==> src/rtl/cla_pipelined_adder_pkg.sv <==
// ---------------------------------------------------------------------------
// cla_pipelined_adder_pkg
// Shared definitions (the cla_defs set) for the pipelined carry-lookahead
// adder: the lookahead group width and helpers that derive the group count
// and validate the operand width at elaboration.
// No ports (package).
// ---------------------------------------------------------------------------
package cla_pipelined_adder_pkg;

  // Width of one lookahead group; the group P*/G* logic is written for 4 bits
  localparam int GROUP_W = 4;

  // Number of lookahead groups for a given operand width
  function automatic int num_groups(input int width);
    return width / GROUP_W;
  endfunction

  // Operand width must be a whole number of groups, 4..64 bits
  function automatic bit width_ok(input int width);
    return ((width % GROUP_W) == 0) && (width >= 4) && (width <= 64);
  endfunction

endpackage

==> src/rtl/cla_group_pg.sv <==
// ---------------------------------------------------------------------------
// cla_group_pg
// Block propagate / generate for one 4-bit lookahead group.
// Ports:
//   a, b   in   4   operand slices of this group
//   p_blk  out  1   group propagate P* = &(a^b)
//   g_blk  out  1   group generate  G* = g3 | p3g2 | p3p2g1 | p3p2p1g0
// ---------------------------------------------------------------------------
module cla_group_pg
  import cla_pipelined_adder_pkg::*;
(
  input  logic [GROUP_W-1:0] a,
  input  logic [GROUP_W-1:0] b,
  output logic               p_blk,
  output logic               g_blk
);

  logic [GROUP_W-1:0] p;
  logic [GROUP_W-1:0] g;

  // Per-bit propagate and generate
  assign p = a ^ b;
  assign g = a & b;

  // Two-level group terms so the group carry never ripples through the bits
  assign p_blk = &p;
  assign g_blk = g[3]
               | (p[3] & g[2])
               | (p[3] & p[2] & g[1])
               | (p[3] & p[2] & p[1] & g[0]);

endmodule

==> src/rtl/cla_pipelined_adder.sv <==
// ---------------------------------------------------------------------------
// cla_pipelined_adder
// Two-stage pipelined WIDTH-bit carry-lookahead adder built from 4-bit groups.
// Stage 1 registers the operands together with the per-group P*/G*; stage 2
// runs the lookahead carry chain over the groups, forms the bit carries
// inside each group and registers sum/cout. Valid/ready on both sides, full
// throughput, no bubbles.
// Optional feature macro: CLA_FLAGS_EN adds registered ovf/zero outputs.
// Ports:
//   clk        in   1      rising-edge clock
//   rst_n      in   1      asynchronous active-low reset
//   in_valid   in   1      a/b/cin valid this cycle
//   in_ready   out  1      adder accepts input this cycle
//   a, b       in   WIDTH  operands
//   cin        in   1      carry in
//   out_valid  out  1      sum/cout valid
//   out_ready  in   1      downstream accepts result
//   sum        out  WIDTH  a+b+cin mod 2^WIDTH
//   cout       out  1      carry out of the MSB
//   ovf        out  1      signed overflow (CLA_FLAGS_EN only)
//   zero       out  1      sum == 0        (CLA_FLAGS_EN only)
// ---------------------------------------------------------------------------
module cla_pipelined_adder
  import cla_pipelined_adder_pkg::*;
#(
  parameter int WIDTH = 16
) (
  input  logic             clk,
  input  logic             rst_n,
  input  logic             in_valid,
  output logic             in_ready,
  input  logic [WIDTH-1:0] a,
  input  logic [WIDTH-1:0] b,
  input  logic             cin,
  output logic             out_valid,
  input  logic             out_ready,
  output logic [WIDTH-1:0] sum,
`ifdef CLA_FLAGS_EN
  output logic             ovf,
  output logic             zero,
`endif
  output logic             cout
);

  localparam int NG = num_groups(WIDTH);

  // Reject widths that do not split into whole groups
  if (!width_ok(WIDTH)) begin : g_width_check
    $error("cla_pipelined_adder: WIDTH must be a multiple of 4 in 4..64");
  end

  logic             adv1;
  logic             adv2;
  logic [NG-1:0]    grp_p_in;
  logic [NG-1:0]    grp_g_in;

  logic             s1_valid;
  logic [WIDTH-1:0] s1_a;
  logic [WIDTH-1:0] s1_b;
  logic             s1_cin;
  logic [NG-1:0]    s1_grp_p;
  logic [NG-1:0]    s1_grp_g;

  logic [WIDTH-1:0] s1_p;
  logic [WIDTH-1:0] s1_g;
  logic [NG:0]      grp_carry;
  logic [WIDTH-1:0] bit_carry;
  logic [WIDTH-1:0] sum_next;

  // A stage may take new data when it is empty or its contents move on
  // this edge, so a full pipeline still accepts one item per cycle
  assign adv2     = !out_valid || out_ready;
  assign adv1     = !s1_valid || adv2;
  assign in_ready = adv1;

  // Group P*/G* on the incoming operands, captured with them in stage 1
  for (genvar k = 0; k < NG; k++) begin : g_group
    cla_group_pg u_group_pg (
      .a     (a[GROUP_W*k +: GROUP_W]),
      .b     (b[GROUP_W*k +: GROUP_W]),
      .p_blk (grp_p_in[k]),
      .g_blk (grp_g_in[k])
    );
  end

  // Stage 1: operand and group P*/G* registers. Data only loads on a real
  // transfer; the valid bit drains to 0 when the stage moves on empty-handed
  always_ff @(posedge clk or negedge rst_n) begin
    if (!rst_n) begin
      s1_valid <= 1'b0;
      s1_a     <= '0;
      s1_b     <= '0;
      s1_cin   <= 1'b0;
      s1_grp_p <= '0;
      s1_grp_g <= '0;
    end else if (adv1) begin
      s1_valid <= in_valid;
      if (in_valid) begin
        s1_a     <= a;
        s1_b     <= b;
        s1_cin   <= cin;
        s1_grp_p <= grp_p_in;
        s1_grp_g <= grp_g_in;
      end
    end
  end

  assign s1_p = s1_a ^ s1_b;
  assign s1_g = s1_a & s1_b;

  // Stage 2 lookahead: group carries come only from the registered P*/G*,
  // then each group expands its own carry-in into bit carries locally
  always_comb begin
    logic bc;
    grp_carry    = '0;
    bit_carry    = '0;
    bc           = 1'b0;
    grp_carry[0] = s1_cin;
    for (int k = 0; k < NG; k++) begin
      grp_carry[k+1] = s1_grp_g[k] | (s1_grp_p[k] & grp_carry[k]);
    end
    for (int k = 0; k < NG; k++) begin
      bc = grp_carry[k];
      for (int j = 0; j < GROUP_W; j++) begin
        bit_carry[GROUP_W*k+j] = bc;
        bc = s1_g[GROUP_W*k+j] | (s1_p[GROUP_W*k+j] & bc);
      end
    end
  end

  assign sum_next = s1_p ^ bit_carry;

  // Stage 2 result registers; held unchanged while downstream stalls
  always_ff @(posedge clk or negedge rst_n) begin
    if (!rst_n) begin
      out_valid <= 1'b0;
      sum       <= '0;
      cout      <= 1'b0;
`ifdef CLA_FLAGS_EN
      ovf       <= 1'b0;
      zero      <= 1'b0;
`endif
    end else if (adv2) begin
      out_valid <= s1_valid;
      if (s1_valid) begin
        sum  <= sum_next;
        cout <= grp_carry[NG];
`ifdef CLA_FLAGS_EN
        // Signed overflow: carry into the MSB differs from carry out of it
        ovf  <= grp_carry[NG] ^ bit_carry[WIDTH-1];
        zero <= ~|sum_next;
`endif
      end
    end
  end

endmodule
==> config.mk <==
export PLATFORM = sky130hd
export DESIGN_NAME = cla_pipelined_adder
export DESIGN_NICKNAME = d
export VERILOG_FILES = /design/src/rtl/cla_pipelined_adder_pkg.sv /design/src/rtl/cla_group_pg.sv /design/src/rtl/cla_pipelined_adder.sv
export SDC_FILE = /design/constraint.sdc
export NUM_CORES = 1
export LEC_CHECK = 0
export ABC_AREA = 1
export BUFFER_PORTS_ARGS = -buffer_cell sky130_fd_sc_hd__buf_2
export CORE_ASPECT_RATIO = 0.5
export CORE_MARGIN = 1.5
export CORE_UTILIZATION = 55
export DETAILED_ROUTE_END_ITERATION = 10
export PLACE_DENSITY = 0.91
export SLEW_MARGIN = 20
export SYNTH_ARGS = -nofsm -noshare
export SYNTH_HDL_FRONTEND = slang
export SYNTH_SLANG_ARGS = --single-unit
==> constraint.sdc <==
create_clock -name clk -period 2.85 [get_ports clk]
set_clock_uncertainty 0.1 [all_clocks]
set_input_delay 0.1425 -clock clk [delete_from_list [all_inputs] [get_ports clk]]
set_output_delay 0.1425 -clock clk [all_outputs]
set_load 0.02 [all_outputs]
==> impl_metrics.py, run 1 <==
metrics = {
    "outcome": {
        "status": "complete, no violations",
    },
    "place": {
        "gp_congestion": 0.808,
        "dp_hpwl_um": 4580,
        "place_ws_ns": 0.425,
        "port_buffers": 55,
        "place_area_um2": 3230,
    },
    "sta": {
        "tightest_slew_ns": 0.686,
        "fin_crit_ns": 2.79,
        "setup_slack_ns": 0.0618,
        "setup_viol": 0,
        "fmax_mhz": 359,
        "fin_crit_sh_pct": 97.8,
        "fin_tns_setup_ns": 0,
        "report.final.slew_viol_count": 0,
        "rsz0062_at_grt": "false",
        "hold_slack_ns": 0.247,
        "relSlewSlack_pct": 54.2,
        "hold_viol": 0,
    },
    "floorplanning": {
        "die_y_um": 54.5,
        "initial_utilization_pct": 58.0,
        "fp.dieW_um": 106,
        "core_um2": 5020,
        "ios": 56,
        "row_count": 18,
        "fp.dieArea_um2": 5770,
    },
    "global_routing": {
        "grt_max_degree": 48,
        "grt.overflow.total": 0,
        "grt_pass1_vias": 2825,
        "antenna_found_initial": 0,
        "grt_pass1_wl_um": 14900,
        "grt_usage_pct": 37.1,
    },
    "clock_network": {
        "clock_path_buffers": 2,
        "cts.sink_count": 60,
        "cts_root_buffer": "clkbuf_8",
        "htreeDepth": 3,
        "path_clk_slew_ns": 0.07,
        "cts_buffers": 9,
        "cts_tree": "yes",
        "clk_latency_ns": 0.35,
    },
    "synthesis": {
        "yosysTopAreaCellShare_pct": 51.5,
        "avgSynthCellArea_um2": 9.31,
        "synthesis.area_um2": 2910,
        "synthDistinctLibCells": 20,
        "yosysTopAreaCell": "dfrtp_1",
        "synth_area_leaders": "dfrtp_1 52%, nand2_1 19%, fa_1 8.2%, ha_1 6.9%, inv_1 2.2%",
        "synth_seq_cells": 60,
        "synth_cells": 313,
        "syn-num-nets": 378,
        "synth_warnings": 0,
        "seq_area_frac_synth_pct": 51.5,
    },
    "routing": {
        "drt-total-wl_um": 9670,
        "drtIter0Drc": 343,
        "drc": 0,
        "dr.pass1.iters": 9,
        "postRouteAntennaNets": 0,
        "vias": 2876,
        "wl_per_cell_um": 20.1,
        "drt-vias-per-instance": 5.99,
    },
    "critical_path": {
        "crit_arrival_ns": 2.96,
        "cp_max_fo": 2,
        "rrSetupSlack_ns": 0.06,
        "path_class": "reg2reg",
        "r2r_cells": 11,
        "required_ns": 3.02,
        "cp-start-kind": "register",
        "end_kind": "register",
    },
    "cells_and_area": {
        "area_growth_pct": 30.3,
        "antenna_cells": 0,
        "nets": 470,
        "final_area_um2": 3800,
        "drive_above_1_share_pct": 18.3,
        "multi_input_area_um2": 1280,
        "seq_area_um2": 1500,
        "nFillCells": 266,
    },
    "min_path": {
        "hold_class": "in2async",
    },
    "pwr": {
        "cellPowerDensity_nw_per_um2": 795,
        "p_leak_nw": 2.03,
        "vdd_ir_drop_max_mv": 0.456,
        "total_power_w": 0.00302,
    },
    "job": {
        "max_cap_viol_count": 0,
    },
}
[cell families after synthesis]
family | count (synthesis) | synth area share, %
AOI/OAI and AO/OA | 28 | 5.07
xor gates and xnor gates | 8 | 2.40
adders and majority gates | 28 | 15.1
buffers and inverters | 29 | 4.51
DFF | 60 | 51.5
and+or+nand+nor | 160 | 21.4
[routing by layer]
metal / vias up / global-route usage [%] / part of all wire [%]
met5: - / 4.46 / 0
met4: 0 / 28.8 / 8.6
met3: 99 / 16.2 / 13
met2: 280 / 58.3 / 43
met1: 1336 / 41.3 / 35
li1: 1161 / - / -
[where the power goes]
group	leakage [nW]	internal, W	switching (W)
combinational	1.19	0.000342	0.000612
sequential	0.734	0.00106	0.000160
clock	0.113	0.000511	0.000335
[layout make-up]
cell class	instances	area share, %
Clock buffer	11	3.72
Clock inverter	5	1.98
Inverter	18	1.78
Multi-Input combinational cell	224	33.7
Sequential cell	60	39.5
Tap cell	70	2.31
Timing Repair Buffer	92	16.9
[path summary, 6_finish.rpt]
kind / to / start
setup / recovery: sum[15] / s1_cin
hold / removal: s1_a[15] / rst_n
setup reg to reg: sum[15] / s1_cin
hold reg to reg: sum[9] / sum[9]
max in group asynchronous: s1_a[3] / rst_n
min in group clk: s1_valid / in_valid
[synthesized netlist by cell type]
| library cell | number |
|---|---|
| a21oi_1 | 9 |
| a2bb2oi_1 | 1 |
| a31oi_1 | 3 |
| buf_2 | 9 |
| buf_4 | 1 |
| buf_6 | 1 |
| dfrtp_1 | 60 |
| fa_1 | 12 |
| ha_1 | 16 |
| inv_1 | 17 |
| inv_2 | 1 |
| nand2_1 | 145 |
| nand2_4 | 1 |
| nand3_1 | 7 |
| nand3_2 | 1 |
| nor2_1 | 6 |
| o21ai_0 | 10 |
| o21ai_1 | 5 |
| xnor2_1 | 4 |
| xor2_1 | 4 |
[through the flow]
step	cells	utilization [%]
floorplan	313	-
global placement	429	64.3
detailed placement	429	64.3
CTS	480	75.6
global route	480	75.6
finish	480	75.6
[cells in the final DEF (no fill, tap or decap)]
| cell type | instances |
|---|---|
| a31oi_1 | 3 |
| dlygate4sd3_1 | 35 |
| o21ai_1 | 6 |
| a21oi_1 | 9 |
| nand2_4 | 1 |
| nand3_2 | 1 |
| bufinv_16 | 2 |
| xnor2_1 | 4 |
| dfrtp_1 | 60 |
| nand3_1 | 7 |
| inv_2 | 1 |
| buf_4 | 3 |
| nor2_1 | 6 |
| xor2_1 | 4 |
| buf_2 | 54 |
| nand2_1 | 145 |
| ha_1 | 16 |
| clkbuf_1 | 1 |
| fa_1 | 12 |
| clkbuf_8 | 10 |
| inv_1 | 17 |
| o21ai_0 | 9 |
| a2bb2oi_1 | 1 |
| clkinv_2 | 3 |
[flip-flops by register name, summed over array words and instances, names as in the netlist]
register	count
s1_b	16
out_valid	1
s1_cin	1
cout	1
sum	16
s1_a	16
s1_grp_g	4
s1_grp_p	4
s1_valid	1
[worst max-delay path, stage by stage (launching register included)]
cell and delay [ns]:
dfrtp_1 0.42, nand2_1 0.13, nand2_1 0.12, nand2_1 0.08, nand2_1 0.10, nand2_1 0.13, nand2_1 0.10, fa_1 0.40
fa_1 0.40, fa_1 0.40, xor2_1 0.17, o21ai_1 0.16
[what timing repair did]
item / in CTS / in global routing
setup buffers: 0 / 0
setup endpoints to repair: 0 / 1
hold buffers: 35 / 0
gates resized for setup: 0 / 1
endpoints found under the hold margin: 80 / 0
Power figures use the tool's default switching activity.
==> inputs of run 2 (changes only) <==
--- a/config.mk
+++ b/config.mk
@@ -11,5 +11,5 @@
 export CORE_MARGIN = 1.5
-export CORE_UTILIZATION = 55
+export CORE_UTILIZATION = 56
 export DETAILED_ROUTE_END_ITERATION = 10
-export PLACE_DENSITY = 0.91
+export PLACE_DENSITY = 0.92
 export SLEW_MARGIN = 20
@@ -17,2 +17,3 @@
 export SYNTH_HDL_FRONTEND = slang
+export SYNTH_HIERARCHICAL = 1
 export SYNTH_SLANG_ARGS = --single-unit
==> constraint.sdc (replaced) <==
create_clock -name clk -period 2.85 [get_ports clk]
set_clock_uncertainty 0.1 [all_clocks]
set_input_delay 0.57 -clock clk [delete_from_list [all_inputs] [get_ports clk]]
set_output_delay 0.57 -clock clk [all_outputs]
set_load 0.02 [all_outputs]
==> run 2 against run 1 <==
Effect of this change: sequential share of layout area is 2.2 points higher; via count shrank 25%; non-clock buffer count shrank 33.
==> impl_metrics.py, run 2 <==
metrics = {
    "global_routing": {
        "antenna_found_initial": 0,
        "grt_max_degree": 51,
        "grt_pass1_vias": 2342,
        "grt.overflow.total": 0,
        "grt_usage_pct": 25.2,
        "grt_pass1_wl_um": 11200,
    },
    "routing": {
        "drtIter0Drc": 134,
        "vias": 2167,
        "drc": 0,
        "drt-total-wl_um": 6700,
        "wl_per_cell_um": 16.5,
        "dr.pass1.iters": 4,
        "postRouteAntennaNets": 0,
        "drt-vias-per-instance": 5.32,
    },
    "pwr": {
        "pwr-share-clk_pct": 22.8,
        "switching_share_pct": 35.9,
        "vdd_ir_drop_max_mv": 0.329,
        "combPwrFrac_pct": 33.2,
        "p_seq_share_pct": 44.0,
        "switchingPower_w": 0.000982,
        "p_leak_nw": 1.90,
        "cellPowerDensity_nw_per_um2": 759,
        "internal_power_w": 0.00175,
    },
    "clock_network": {
        "clk_latency_ns": 0.35,
        "cts_tree": "yes",
        "cts_setup_buffers": 0,
        "path_clk_slew_ns": 0.07,
        "htreeDepth": 3,
        "cts_root_buffer": "clkbuf_8",
        "cts.sink_count": 60,
        "clock_path_buffers": 2,
        "cts_buffers": 9,
    },
    "critical_path": {
        "crit_path_top_delay_cell": "dfrtp_1",
        "end_kind": "register",
        "cp-start-kind": "register",
        "rrSetupSlack_ns": 0.28,
        "crit_arrival_ns": 2.74,
        "crit_path_frequent_cell": "nand2_1",
        "path_cells": "nand2_1 -> nand2_1 -> nand2_1 -> nand2_1 -> nand2_1 -> nand2_1 -> fa_1 -> fa_1 -> fa_1 -> xor2_1 -> o21ai_0",
        "cp_max_fo": 2,
        "required_ns": 3.02,
        "max_stage_delay_ns": 0.40,
        "path_class": "reg2reg",
    },
    "synthesis": {
        "synthArstFlopShare_pct": 100,
        "synth_seq_cells": 60,
        "seq_area_frac_synth_pct": 47.8,
        "synth_warnings": 6,
        "synth_cells": 268,
        "synth-edff-count": 0,
        "synthFlopType": "dfrtp_1",
        "synthesis.area_um2": 3140,
        "yosysTopAreaCell": "dfrtp_1",
        "synthDistinctLibCells": 19,
        "avgSynthCellArea_um2": 11.7,
        "syn-num-nets": 333,
        "synth_area_leaders": "dfrtp_1 48%, mux2_4 16%, nand2_1 8.0%, fa_1 7.6%, ha_1 6.4%",
        "synth_common_cells": "67 x nand2_1, 60 x dfrtp_1, 33 x mux2_4",
        "yosysTopAreaCellShare_pct": 47.8,
        "yosysMostFrequentCell": "nand2_1",
    },
    "floorplanning": {
        "ios": 56,
        "fp.dieW_um": 109,
        "initial_utilization_pct": 57.7,
        "fp.dieArea_um2": 6100,
        "die_y_um": 56.0,
        "core_um2": 5440,
        "row_count": 19,
    },
    "cells_and_area": {
        "nets": 395,
        "drive_above_1_share_pct": 31.7,
        "layout_commonest_cell": "nand2_1",
        "final_cell_mix": "67 x nand2_1, 60 x dfrtp_1, 55 x buf_2",
        "area_growth_pct": 14.5,
        "nFillCells": 340,
        "antenna_cells": 0,
        "biggestRegsByFlops": "s1_a x16, s1_b x16, sum x16",
    },
    "sta": {
        "setup_viol": 0,
        "fin_crit_sh_pct": 90.3,
        "hold_slack_ns": 0.373,
        "relSlewSlack_pct": 48.4,
        "fmax_mhz": 388,
        "report.final.slew_viol_count": 0,
        "fin_crit_ns": 2.57,
        "rsz0062_at_grt": "false",
        "tightest_slew_ns": 0.773,
        "fin_tns_setup_ns": 0,
        "hold_viol": 0,
    },
    "outcome": {
        "status": "complete, no violations",
    },
    "job": {
        "max_cap_viol_count": 0,
    },
    "place": {
        "dp_hpwl_um": 4620,
        "port_buffers": 55,
        "gp_congestion": 0.852,
    },
    "min_path": {
        "hold_class": "in2reg",
    },
}
[run 2: cell types whose count changed in the layout (fill, tap and decap cells not counted), moves of 6 or more]
| cell | change |
|---|---|
| mux2_4 | +33 |
| nand3_1 | -7 |
| o21ai_1 | -6 |
| nand2_1 | -78 |
| dlygate4sd3_1 | -34 |
| nor2_1 | +16 |
[run 2: cells by family after synthesis]
| group | share of synthesized area [%] |
|---|---|
| and+or+nand+nor | 12.3 |
| AOI/OAI and AO/OA | 2.39 |
| muxes | 15.8 |
| xor gates and xnor gates | 2.23 |
| adders and majority gates | 14.0 |
| buffers and inverters | 5.49 |
| DFF | 47.8 |
[run 2: path summary, 6_finish.rpt]
path / startpoint / to / cells past startpoint
max: s1_cin / sum[15] / 11
min: a[11] / s1_a[11] / 2
max reg2reg: s1_cin / sum[15] / 11
min reg2reg: sum[6] / sum[6] / 2
max in group asynchronous: rst_n / s1_a[4] / 3
min in group asynchronous: rst_n / sum[8] / 2
[run 2: layout make-up]
cell class / instances / area, um^2 / share of cell area (%)
Sequential cell: 60 / 1500 / 41.7
Timing Repair Buffer: 59 / 308 / 8.55
Multi-Input combinational cell: 179 / 1470 / 40.8
Clock inverter: 3 / 15.0 / 0.417
Clock buffer: 12 / 135 / 3.76
Tap cell: 73 / 91.3 / 2.54
Inverter: 21 / 78.8 / 2.19
[run 2: per-layer routing]
layer	vias up	routed length (um)	global-route usage [%]
li1	989	-	-
met1	1085	2630	27.9
met2	69	3510	43.8
met3	24	331	8.78
met4	0	229	11.5
met5	-	0	0
[run 2: power groups by stage]
stage / Sequential [W] / Clock [W] / Combinational [W]
final: 0.00120 / 0.000624 / 0.000908
after floorplan: 0.00134 / 0 / 0.000470
after CTS: 0.00120 / 0.000630 / 0.000909
after global placement: 0.00120 / 0 / 0.000842
after global routing: 0.00123 / 0.000664 / 0.000992
after detailed placement: 0.00121 / 0 / 0.000881
[run 2: what timing repair did]
action                    4_1_cts  5_1_grt
resized for setup               0        0
hold endpoints to repair        5        0
hold buffers                    1        0
[run 2: per-stage QoR]
stage / setup slack (ns) / total power [W] / std cells / util, % / area (um^2)
floorplan: 0.566 / 0.00181 / 268 / - / 3140
global placement: 0.481 / 0.00204 / 391 / 63.2 / 3440
detailed placement: 0.367 / 0.00209 / 391 / 63.2 / 3440
CTS: 0.286 / 0.00274 / 407 / 66.1 / 3600
global route: 0.170 / 0.00288 / 407 / 66.1 / 3600
finish: 0.275 / 0.00273 / 407 / 66.1 / 3600
[run 2: critical path, delay by kind of cell (launching register included)]
| family | cells | cell delay (ns) |
|---|---|---|
| adders and majority gates | 3 | 1.19 |
| AOI/OAI and AO/OA | 1 | 0.14 |
| and+or+nand+nor | 6 | 0.50 |
| xor gates and xnor gates | 1 | 0.17 |
| DFF | 1 | 0.40 |
==> inputs of run 3 (changes only) <==
Settings changed: BUFFER_PORTS_ARGS -buffer_cell sky130_fd_sc_hd__buf_2 to not set, DONT_BUFFER_PORTS set to 1, PLACE_DENSITY 0.92 to not set, PLACE_DENSITY_LB_ADDON set to 0.2.
==> run 3 against run 2 <==
Effect of this change: routed wire length is 18% lower; cell count down 13%; clock-buffer cell count fell by 1; sequential power grew 13%; register-to-register slack improved by 0.12 ns; clock power up 45%; power rose by 3.4%; critical endpoint unchanged.
==> impl_metrics.py, run 3 (synthesis gave the netlist of run 2 again) <==
metrics = {
    "global_routing": {
        "antenna_found_initial": 0,
        "grt_usage_pct": 21.0,
        "grt.overflow.total": 0,
        "grt_max_degree": 61,
        "grt_pass1_vias": 1918,
        "grt_pass1_wl_um": 9250,
    },
    "floorplanning": {
        "die_y_um": 56.0,
        "core_um2": 5440,
        "fp.dieW_um": 109,
        "initial_utilization_pct": 57.7,
        "row_count": 19,
        "fp.dieArea_um2": 6100,
        "ios": 56,
    },
    "routing": {
        "wl_per_cell_um": 15.5,
        "drc": 0,
        "drtIter0Drc": 54,
        "vias": 1788,
        "postRouteAntennaNets": 0,
        "dr.pass1.iters": 6,
        "drt-total-wl_um": 5460,
        "drt-vias-per-instance": 5.07,
    },
    "cells_and_area": {
        "antenna_cells": 0,
        "drive_above_1_share_pct": 18.9,
        "nets": 340,
        "layout_commonest_cell": "nand2_1",
        "final_cell_mix": "67 x nand2_1, 60 x dfrtp_1, 33 x mux2_4",
        "area_growth_pct": 8.96,
        "biggestRegsByFlops": "s1_a x16, s1_b x16, sum x16",
    },
    "clock_network": {
        "ctsHoldBuffers": 2,
        "cts_tree": "yes",
        "cts_buffers": 9,
        "cts_resized": 0,
        "path_clk_slew_ns": 0.07,
        "clock_path_buffers": 2,
        "cts.sink_count": 60,
        "clk_latency_ns": 0.33,
        "cts_setup_buffers": 0,
        "cts_root_buffer": "clkbuf_8",
        "htreeDepth": 3,
    },
    "pwr": {
        "total_power_w": 0.00283,
        "p_leak_nw": 1.72,
        "vdd_ir_drop_max_mv": 0.399,
        "cellPowerDensity_nw_per_um2": 825,
    },
    "sta": {
        "fin_crit_ns": 2.46,
        "relSlewSlack_pct": 49.5,
        "fmax_mhz": 407,
        "fin_crit_sh_pct": 86.2,
        "report.final.slew_viol_count": 0,
        "fin_tns_setup_ns": 0,
        "hold_viol": 0,
        "tightest_slew_ns": 0.758,
        "setup_slack_ns": 0.392,
        "rsz0062_at_grt": "false",
        "setup_viol": 0,
    },
    "place": {
        "dp_hpwl_um": 3860,
        "port_buffers": 0,
        "gp_congestion": 0.803,
        "place_ws_ns": 0.363,
    },
    "critical_path": {
        "path_class": "reg2reg",
        "cp-start-kind": "register",
        "cp_max_fo": 2,
        "end_kind": "register",
        "required_ns": 3.01,
        "crit_arrival_ns": 2.62,
    },
    "min_path": {
        "hold_class": "in2reg",
    },
    "job": {
        "max_cap_viol_count": 0,
    },
    "outcome": {
        "status": "complete, no violations",
    },
}
## run 3: cell count changes in the layout (fill, tap and decap cells not counted), sizes merged
| cell | change |
|---|---|
| bufinv | +3 |
| buf | -55 |
| clkbuf | -1 |
| clkinv | -1 |
## run 3: worst paths after layout
| kind | start | endpoint | slack (ns) | depth (start not counted) |
|---|---|---|---|---|
| hold reg to reg | s1_grp_p[0] | s1_grp_p[0] | 0.41 | 1 |
| setup / recovery | s1_grp_g[0] | sum[15] | 0.39 | 11 |
| min in group asynchronous | rst_n | s1_b[11] | 0.68 | 2 |
| setup reg to reg | s1_grp_g[0] | sum[15] | 0.39 | 11 |
| max in group asynchronous | rst_n | s1_cin | 1.71 | 2 |
| hold / removal | b[9] | s1_b[9] | 0.27 | 1 |
## run 3: report_power, final
part	switching [W]	internal, W
combinational	0.000272	0.000284
clock	0.000328	0.000579
sequential	0.000304	0.00106
## run 3: cell type report
| type | count | area [um^2] |
|---|---|---|
| fill | 429 | 2020 |
| sequential | 60 | 1500 |
| multi-input combinational | 179 | 1470 |
| clock buffer | 11 | 131 |
| clock inverter | 5 | 100 |
| tap | 73 | 91.3 |
| inverter | 21 | 78.8 |
| timing repair buffer | 4 | 52.6 |
## run 3: layer usage
layer | track usage (%) | vias up | share of wire [%]
met5 | 0 | - | 0
met4 | 8.46 | 0 | 1.5
met3 | 9.37 | 10 | 8.3
met2 | 29.0 | 47 | 42
met1 | 28.7 | 855 | 48
li1 | - | 876 | -
## run 3: through the flow
step                utilization [%]  instance area, um^2  instances  hold slack [ns]
finish                         62.9                 3420        353            0.273
global route                   62.9                 3420        353            0.247
CTS                            62.9                 3420        353            0.254
detailed placement             58.0                 3160        335            0.175
global placement               58.0                 3160        335            0.176
floorplan                         -                 3140        268            0.174
## run 3: critical path, stage by stage, from the launching register on
cell and delay (ns):
dfrtp_1 0.37, inv_1 0.07, nand2_1 0.07, nand2_1 0.06, nand2_1 0.08, nand2_1 0.07, nand2_1 0.09, fa_1 0.40
fa_1 0.39, fa_1 0.39, xor2_1 0.16, o21ai_0 0.14
